==> src/rtl/subtractor_8bit_pkg.sv <==
// Shared ALU definitions: default operand width and flag-register bit positions.
package subtractor_8bit_pkg;

  localparam int WIDTH_DEFAULT = 8;

  // Bit positions of the subtractor status flags inside the ALU flag register
  localparam int FLAG_BORROW = 0;
  localparam int FLAG_OVF    = 1;
  localparam int FLAG_ZERO   = 2;
  localparam int FLAG_COUNT  = 3;

endpackage : subtractor_8bit_pkg

==> src/rtl/subtractor_8bit_if.sv <==
// Operand/result bundle of the registered subtractor.
// The master drives operands and reads results; the slave is the subtractor.
interface subtractor_8bit_if
  import subtractor_8bit_pkg::*;
#(
  parameter int WIDTH = WIDTH_DEFAULT
) ();

  logic             in_valid;
  logic [WIDTH-1:0] a;
  logic [WIDTH-1:0] b;
  logic [WIDTH-1:0] d;
  logic             bout;
  logic             ovf;
  logic             zero;
  logic             out_valid;

  modport master (
    output in_valid, a, b,
    input  d, bout, ovf, zero, out_valid
  );

  modport slave (
    input  in_valid, a, b,
    output d, bout, ovf, zero, out_valid
  );

endinterface : subtractor_8bit_if

==> src/rtl/subtractor_8bit_full_subtractor.sv <==
// One-bit full subtractor: d = a - b - bin, with borrow-out.
module full_subtractor (
  input  logic a,
  input  logic b,
  input  logic bin,
  output logic d,
  output logic bout
);

  assign d    = a ^ b ^ bin;
  // Borrow when a=0,b=1, or when a==b and a borrow arrives from below
  assign bout = (~a & b) | (~(a ^ b) & bin);

endmodule : full_subtractor

==> src/rtl/subtractor_8bit.sv <==
// Registered WIDTH-bit subtractor: d = a - b with borrow-out, signed overflow
// and zero flags, one cycle of latency and a valid strobe.
module subtractor_8bit
  import subtractor_8bit_pkg::*;
#(
  parameter int WIDTH = WIDTH_DEFAULT
) (
  input  logic              clk,
  input  logic              rst_n,
  subtractor_8bit_if.slave  bus
);

  // Borrow chain: brw_p0[i] is the borrow into bit i; the LSB never borrows in
  logic [WIDTH:0]          brw_p0;
  logic signed [WIDTH-1:0] diff_p0;
  logic                    ovf_p0;
  logic                    zero_p0;

  logic signed [WIDTH-1:0] d_p1;
  logic                    bout_p1;
  logic                    ovf_p1;
  logic                    zero_p1;
  logic                    vld_p1;

  assign brw_p0[0] = 1'b0;

  // Stage p0: ripple-borrow chain of full subtractors
  for (genvar i = 0; i < WIDTH; i++) begin : g_bit
    full_subtractor u_fs (
      .a    (bus.a[i]),
      .b    (bus.b[i]),
      .bin  (brw_p0[i]),
      .d    (diff_p0[i]),
      .bout (brw_p0[i+1])
    );
  end

  // Signed overflow: operands of opposite sign and result sign differs from a
  assign ovf_p0  = (bus.a[WIDTH-1] ^ bus.b[WIDTH-1]) & (diff_p0[WIDTH-1] ^ bus.a[WIDTH-1]);
  assign zero_p0 = ~|diff_p0;

  // Stage p1: capture result and flags on accepted operands, hold otherwise
  always_ff @(posedge clk) begin
    if (!rst_n) begin
      d_p1    <= '0;
      bout_p1 <= 1'b0;
      ovf_p1  <= 1'b0;
      zero_p1 <= 1'b0;
      vld_p1  <= 1'b0;
    end else begin
      vld_p1 <= bus.in_valid;
      if (bus.in_valid) begin
        d_p1    <= diff_p0;
        bout_p1 <= brw_p0[WIDTH];
        ovf_p1  <= ovf_p0;
        zero_p1 <= zero_p0;
      end
    end
  end

  assign bus.d         = d_p1;
  assign bus.bout      = bout_p1;
  assign bus.ovf       = ovf_p1;
  assign bus.zero      = zero_p1;
  assign bus.out_valid = vld_p1;

endmodule : subtractor_8bit

==> src/flat_wrapper.sv <==
// flat-port wrapper written by rule: the top's interface ports become plain ports
module subtractor_8bit_flat import subtractor_8bit_pkg::*;
#(
  parameter int WIDTH = WIDTH_DEFAULT
)
  (clk, rst_n, bus_in_valid, bus_a, bus_b, bus_d, bus_bout, bus_ovf, bus_zero, bus_out_valid);
  subtractor_8bit_if #(.WIDTH(WIDTH)) bus_i ();
  input  logic clk;
  input  logic rst_n;
  input wire logic [$bits(bus_i.in_valid)-1:0] bus_in_valid;
  input wire logic [$bits(bus_i.a)-1:0] bus_a;
  input wire logic [$bits(bus_i.b)-1:0] bus_b;
  output wire logic [$bits(bus_i.d)-1:0] bus_d;
  output wire logic [$bits(bus_i.bout)-1:0] bus_bout;
  output wire logic [$bits(bus_i.ovf)-1:0] bus_ovf;
  output wire logic [$bits(bus_i.zero)-1:0] bus_zero;
  output wire logic [$bits(bus_i.out_valid)-1:0] bus_out_valid;
  assign bus_i.in_valid = bus_in_valid;
  assign bus_i.a = bus_a;
  assign bus_i.b = bus_b;
  assign bus_d = bus_i.d;
  assign bus_bout = bus_i.bout;
  assign bus_ovf = bus_i.ovf;
  assign bus_zero = bus_i.zero;
  assign bus_out_valid = bus_i.out_valid;
  subtractor_8bit #(.WIDTH(WIDTH)) u_core (.clk(clk), .rst_n(rst_n), .bus(bus_i));
endmodule
==> config.mk <==
export PLATFORM = sky130hd
export DESIGN_NAME = subtractor_8bit_flat
export DESIGN_NICKNAME = d
export VERILOG_FILES = /design/src/rtl/subtractor_8bit_pkg.sv /design/src/rtl/subtractor_8bit_if.sv /design/src/rtl/subtractor_8bit_full_subtractor.sv /design/src/rtl/subtractor_8bit.sv /design/src/flat_wrapper.sv
export SDC_FILE = /design/constraint.sdc
export NUM_CORES = 1
export LEC_CHECK = 0
export ABC_AREA = 1
export CAP_MARGIN = 20
export CORE_MARGIN = 10
export CORE_UTILIZATION = 40
export DETAILED_ROUTE_END_ITERATION = 8
export PLACE_DENSITY = 0.82
export SETUP_SLACK_MARGIN = 0.4
export SLEW_MARGIN = 20
export SYNTH_ARGS = -nofsm -noshare
export SYNTH_HDL_FRONTEND = slang
export SYNTH_SLANG_ARGS = --single-unit
==> constraint.sdc <==
create_clock -name clk -period 12.9 [get_ports clk]
set_clock_uncertainty 0.05 [all_clocks]
set_input_delay 2.58 -clock clk [delete_from_list [all_inputs] [get_ports clk]]
set_output_delay 2.58 -clock clk [all_outputs]
set_load 0.05 [all_outputs]
; ---- Word level (Yosys, flattened, before mapping)
; Index checks and enable logic that the tools add are counted.
[word_totals]
wordCells = 61
regBits = 12
output_inout_bits = 12
inputBits = 19
[op_classes]
bitwise_logic = 54
reduce_logical = 2
[ops]
columns = cell, n
row1 = $and 1x1->1, 16
row2 = $xor 1x1->1, 16
row3 = $not 1->1, 15
row4 = $reduce_or 8->1, 1
row5 = $or 1x1->1, 7
row6 = $logic_not 1->1, 1

; ---- Logic depth before layout (Yosys ltp)
; Gate-level depths: netlist of the first run.
[logic_depth]
depth_word = 17
ltp_mapped = 13
ltp_nobuf = 13

; ---- Cells and area by module
; A second synthesis of the first run with hierarchy kept.
[unflattened]
cells_unflattened = 98
hier_area_um2 = 738.2
[by_module_without_submodules]
columns = mod, instances, cells_per_inst, seq_area_each_um2, area_each_um2
row1 = subtractor_8bit, 1, 66, 240.2, 488.0
row2 = full_subtractor, 8, 4, 0.0, 31.3

; ---- Least setup slack after synthesis of the first run
; Ideal clock, no wire load.
[synth_path]
path_type = input port to flip-flop
startpoint = input bus_a[0]
endpoint = register u_core.zero_p1 (netlist: u_core.bus.zero)
setup_slack_ns = 6.923
stages = 13
path_buffers = 0
required_time_ns = 12.780
t_arrival_ns = 5.857
setup_time_ns = 0.070
cell_sequence = inv_1 ha_1 fa_1 fa_1 fa_1 fa_1 fa_1 fa_1 fa_1 nand2_1 nor2_1 nand2_1 a21oi_1
[synth_via]
elab_chain_len = 17
elab_cells_between_ends = 24
classes_between = 22 x bitwise / 2 x reduce/logical
[synth_lines]
columns = element, line
row1 = from (decl), flat_wrapper.sv:11  ; input wire logic [$bits(bus_i.a)-1:0] bus_a;
row2 = $not 1->1, subtractor_8bit_full_subtractor.sv:12  ; assign bout = (~a & b) | (~(a ^ b) & bin);
row3 = $and 1x1->1 (2 in a row), subtractor_8bit_full_subtractor.sv:12
row4 = $or 1x1->1, subtractor_8bit_full_subtractor.sv:12
row5 = $and 1x1->1, subtractor_8bit_full_subtractor.sv:12
row6 = $or 1x1->1, subtractor_8bit_full_subtractor.sv:12
row7 = $and 1x1->1, subtractor_8bit_full_subtractor.sv:12
row8 = $or 1x1->1, subtractor_8bit_full_subtractor.sv:12
row9 = $and 1x1->1, subtractor_8bit_full_subtractor.sv:12
row10 = $or 1x1->1, subtractor_8bit_full_subtractor.sv:12
row11 = $and 1x1->1, subtractor_8bit_full_subtractor.sv:12
row12 = $or 1x1->1, subtractor_8bit_full_subtractor.sv:12
row13 = $and 1x1->1, subtractor_8bit_full_subtractor.sv:12
row14 = $or 1x1->1, subtractor_8bit_full_subtractor.sv:12
row15 = $xor 1x1->1, subtractor_8bit_full_subtractor.sv:10  ; assign d = a ^ b ^ bin;
row16 = $reduce_or 8->1 *, subtractor_8bit.sv:40  ; assign zero_p0 = ~|diff_p0;
row17 = $logic_not 1->1 *, subtractor_8bit.sv:40
row18 = to (signal assigned), subtractor_8bit.sv:56  ; zero_p1 <= zero_p0;
row19 = to (decl), subtractor_8bit.sv:22  ; logic zero_p1;
; Mark *: on every way between the ends. The rest lies on a longest branch, timed or not.
; A chain may end at the register's enable or synchronous reset.

; ---- Worst setup path after layout of the first run
; Same ends and word-level chain as after synthesis.

==> reports/metrics.cfg, run 1 <==
[layout]
final_common_cell=clkdlybuf4s50_1
n_antenna_cell=0
synthToLayoutAreaGrowth_pct=54.5
mostFrequentLayoutCells=30 x clkdlybuf4s50_1, 12 x dfxtp_1, 11 x inv_1
final_layout_size_suffix_gt1_share_pct=3.96
nets=130

[placed_design]
place_congestion=0.638
io_buffers=30
place_hpwl_um=1420

[timing]
tns_ps=0
setup_viol_count_final=0
worst_pin_slew_ps=670
max_freq_mhz=155
final.period_utilization_pct=49.9
drv_slew=0
rsz0062_at_grt=no
maxSlewHeadroom_pct=55.2
finalHoldViolCount=0
period_minus_slack_ps=6440

[worst_setup_path]
start_kind=input port
cp.required_ps=13050
crit_arrival_ps=6590
cp_max_fo=4
path_class=in -> reg
end_kind=flop
ff2ff_path_depth=2

[floorplanning]
fp.dieH_um=59.4
start_util_pct=41.8
chipWidth_um=59.4
rows=14
die_area_um2=3530
core_area_um2=1490
ioPinCount=31

[synthesis]
syn_inst=70
ys_ff_latch=12
yosys.area_share.simple_pct=9.26
ys_top_cells_by_area=dfxtp_1 39%, fa_1 23%, a21oi_1 8.0%
synth_xor_area_share_pct=0
syn_nets=98
avgSynthCellArea_um2=8.88
yosysTopAreaCellShare_pct=38.6
synth_mux_area_share_pct=0
seq_area_frac_synth_pct=38.6
syn_area_um2=622
synth.distinct_cells=13
synth_top_cell_by_area=dfxtp_1
yosys_warnings=0
synth_compound_gate_area_share_pct=16.1
synth_top_family_by_area=adder cells
synthAdderAreaFrac_pct=26.6

[global_routing]
antenna_found_initial=0
grt_pass1_vias=641
gr-usage-all-layers_pct=10.7
grt_max_degree=23
grt_pass1_wl_um=2900
grt_overflow=0

[worst_hold_path]
hold_path.class=reg -> reg
worstHoldPathCells=2

[detailed_routing]
drc_errors=0
dr.pass1.iters=4
drt_iter0_drc=11
via_per_inst=4.88
wl_um=1670
ant_nets=0
vias=571
wl_per_cell_um=14.2

[cts]
clock_path_buffers=2
cts_root_buffer=clkbuf_4
cts_resized=0
postCtsSetupRepairBufs=0
cts_sinks=12
cts_tree=built
holdBufCountCts=0
htree_levels=1
clk_pin_slew_ps=80
cts-buffers-inserted=3
clkLatencyLatePin_ps=280

[power_and_ir_drop]
internal_power_mw=0.0731
peakVddDrop_uv=81.2
power_mw=0.109
p_sw_mw=0.0362
swShare_pct=33.1
combPwrFrac_pct=34.3
clockPowerShare_pct=27.7
pwr-share-seq_pct=38.0
leakage_nw=0.417
power_density_nw_per_um2=114

[run_status]
status=completed

[run]
maxCapViolCount=0

==> through the flow <==
step / hold WS, ps / area [um^2] / cells / setup WS (ps) / utilization [%]
after floorplan: 630 / 622 / 70 / 6920 / -
after global placement: 401 / 925 / 113 / 6330 / 62.1
after detailed placement: 450 / 925 / 113 / 6110 / 62.1
after CTS: 465 / 961 / 117 / 6420 / 64.5
after global routing: 480 / 961 / 117 / 6290 / 64.5
final: 463 / 961 / 117 / 6460 / 64.5
==> cells in the mapped netlist, drive strengths merged <==
library cell	n
a21oi	10
fa	7
buf	2
nand2	8
nand3	1
o21ai	10
clkbuf	1
dfxtp	12
inv	11
nor2	6
ha	2
==> sequential cells by signal (all words and copies together) (netlist names) <==
name	cells
u_core.bus.bout	1
u_core.bus.d	8
u_core.bus.out_valid	1
u_core.bus.ovf	1
u_core.bus.zero	1
==> path summary, 6_finish.rpt <==
path | from | endpoint | slack (ps)
setup / recovery | bus_a[0] | u_core.bus.zero | 6460
hold / removal | u_core.bus.d[1] | u_core.bus.d[1] | 460
setup reg to reg | u_core.bus.zero | u_core.bus.zero | 12180
hold reg to reg | u_core.bus.d[1] | u_core.bus.d[1] | 460
==> logic make-up (layout without fill, tap and decap cells) <==
group,Yosys count,count (layout)
compound gates,20,20
fa+ha+maj,9,9
buf+inv,14,45
flops,12,12
simple gates,15,15
==> power groups by stage <==
stage               Clock [mW]  Sequential [mW]  Combinational (mW)
global route            0.0319           0.0420              0.0413
global placement             0           0.0423              0.0368
detailed placement           0           0.0425              0.0380
floorplan                    0           0.0530              0.0120
CTS                     0.0303           0.0416              0.0381
finish                  0.0303           0.0416              0.0375
==> cell type report <==
cell class                      count  area [um^2]
Fill cell                         119          528
Sequential cell                    12          240
Timing Repair Buffer               30          300
Clock buffer                        4         36.3
Tap cell                           16         20.0
Multi-Input combinational cell     44          323
Inverter                           11         41.3
==> worst max-delay path, stage by stage <==
cell and delay, ps:
clkdlybuf4s50_1 450, inv_1 40, ha_1 180, fa_1 380, fa_1 410, fa_1 400, fa_1 400, fa_1 410
fa_1 400, fa_1 560, nand2_1 70, nor2_1 80, nand2_1 70, a21oi_1 160
==> per-layer routing <==
layer  share of wire, %  GRT usage [%]  up-vias
met3                 11           5.58        5
met5                  0              0        -
met2                 50           18.7       26
met1                 37           10.1      255
met4                1.9           4.92        0
li1                   -              -      285
Note: power is estimated with default switching activity, not from simulation.
==> run 2: changes to the inputs <==
CORE_UTILIZATION = 34   (was 40)
PLACE_DENSITY = 0.74   (was 0.82)
clock period = 5.2 ns   (was 12.9 ns; I/O delays follow)
==> run 2 against run 1 <==
Flip-flop and latch count stayed put. Routed wire length is 3.7% lower. Critical path type unchanged. Design area is 2.5% higher. Sequential share of layout area is 0.60 points lower.
==> reports/metrics.cfg, run 2 (synthesis gave the netlist of run 1 again) <==
[global_routing]
grt_overflow=0
grt_pass1_vias=613
grt_max_degree=23
gr-usage-all-layers_pct=8.74
antenna_found_initial=0
grt_pass1_wl_um=2810

[worst_setup_path]
cp.required_ps=5360
cp_max_fo=4
start_kind=input port
end_kind=flop
crit_arrival_ps=4770
path_class=in -> reg

[floorplanning]
start_util_pct=36.0
rows=15
ioPinCount=31
core_area_um2=1730
die_area_um2=3940
chipWidth_um=62.8
fp.dieH_um=62.8

[layout]
largest_reg_flops=8
n_antenna_cell=0
fin_area_um2=985
fill_cells=174
mostFrequentLayoutCells=30 x clkdlybuf4s50_1, 12 x dfxtp_1, 11 x inv_1
multi_input_area_um2=335
final_layout_size_suffix_gt1_share_pct=8.91
final_common_cell=clkdlybuf4s50_1
final_util_pct=57.0
nets=130
synthToLayoutAreaGrowth_pct=58.4
seq_area_um2=240
final-instance-count-excl-fill=126

[cts]
cts-buffers-inserted=3
postCtsSetupRepairBufs=0
holdBufCountCts=0
clock_path_buffers=2
cts_sinks=12
cts_tree=built
htree_levels=1
cts_root_buffer=clkbuf_4
clkLatencyLatePin_ps=270
clk_pin_slew_ps=70

[timing]
setup_viol_count_final=0
tns_ps=0
drv_slew=0
final.period_utilization_pct=88.8
maxSlewHeadroom_pct=54.8
rsz0062_at_grt=no
period_minus_slack_ps=4620
worst_pin_slew_ps=675
max_freq_mhz=217
finalHoldViolCount=0

[run_status]
status=completed

[power_and_ir_drop]
leakage_nw=0.413
power_mw=0.272
peakVddDrop_uv=131
power_density_nw_per_um2=276

[detailed_routing]
dr.pass1.iters=3
vias=563
via_per_inst=4.47
wl_per_cell_um=12.7
drc_errors=0
wl_um=1610
ant_nets=0
drt_iter0_drc=6

[placed_design]
place_hpwl_um=1300
place_inst=122
place_congestion=0.736
postPlaceCellArea_um2=936
io_buffers=30

[run]
maxCapViolCount=0

[worst_hold_path]
hold_path.class=reg -> reg

## run 2: where the power goes
group          internal (mW)  switching, mW
sequential            0.0995        0.00366
clock                 0.0425         0.0318
combinational         0.0404         0.0540
## run 2: worst max-delay path, cell delays in order
cell,delay (ps)
clkdlybuf4s50_1,450
inv_1,40
ha_1,180
fa_1,380
fa_2,350
fa_1,390
fa_2,350
fa_2,350
fa_2,350
fa_2,570
nand2_1,60
nor2_1,100
nand2_1,70
a21oi_1,110
## run 2: timing repair
action	in CTS	in global routing
resized for setup	2	3
gates cloned	0	0
pin swaps	1	1
endpoints found under the setup margin	1	2
## run 2: metal layers
metal	part of all wire (%)	track usage (%)	vias to the layer above	routed length [um]
li1	-	-	282	-
met1	41	9.71	263	666
met2	50	14.0	18	810
met3	8.1	4.30	0	130
met4	0	3.35	0	0
met5	0	0	-	0
## run 2: per-stage QoR
stage                     setup slack [ps]  hold slack, ps
after floorplan                        763             630
after global placement                 192             413
after detailed placement               132             420
after CTS                              416             432
after global routing                   434             454
final                                  583             432
## run 2: area by class of cell
class                      instances  share of cell area (%)
clock buffer                       4                    3.68
inverter                          11                    4.19
multi-input combinational         44                    34.1
sequential                        12                    24.4
tap                               25                    3.18
timing repair buffer              30                    30.5
## run 2: final timing paths
kind | startpoint | to | slack [ps] | cells after the start
max | bus_a[0] | u_core.bus.zero | 580 | 14
min | u_core.bus.zero | u_core.bus.zero | 430 | 2
max reg2reg | u_core.bus.ovf | u_core.bus.ovf | 4470 | 2
min reg2reg | u_core.bus.zero | u_core.bus.zero | 430 | 2
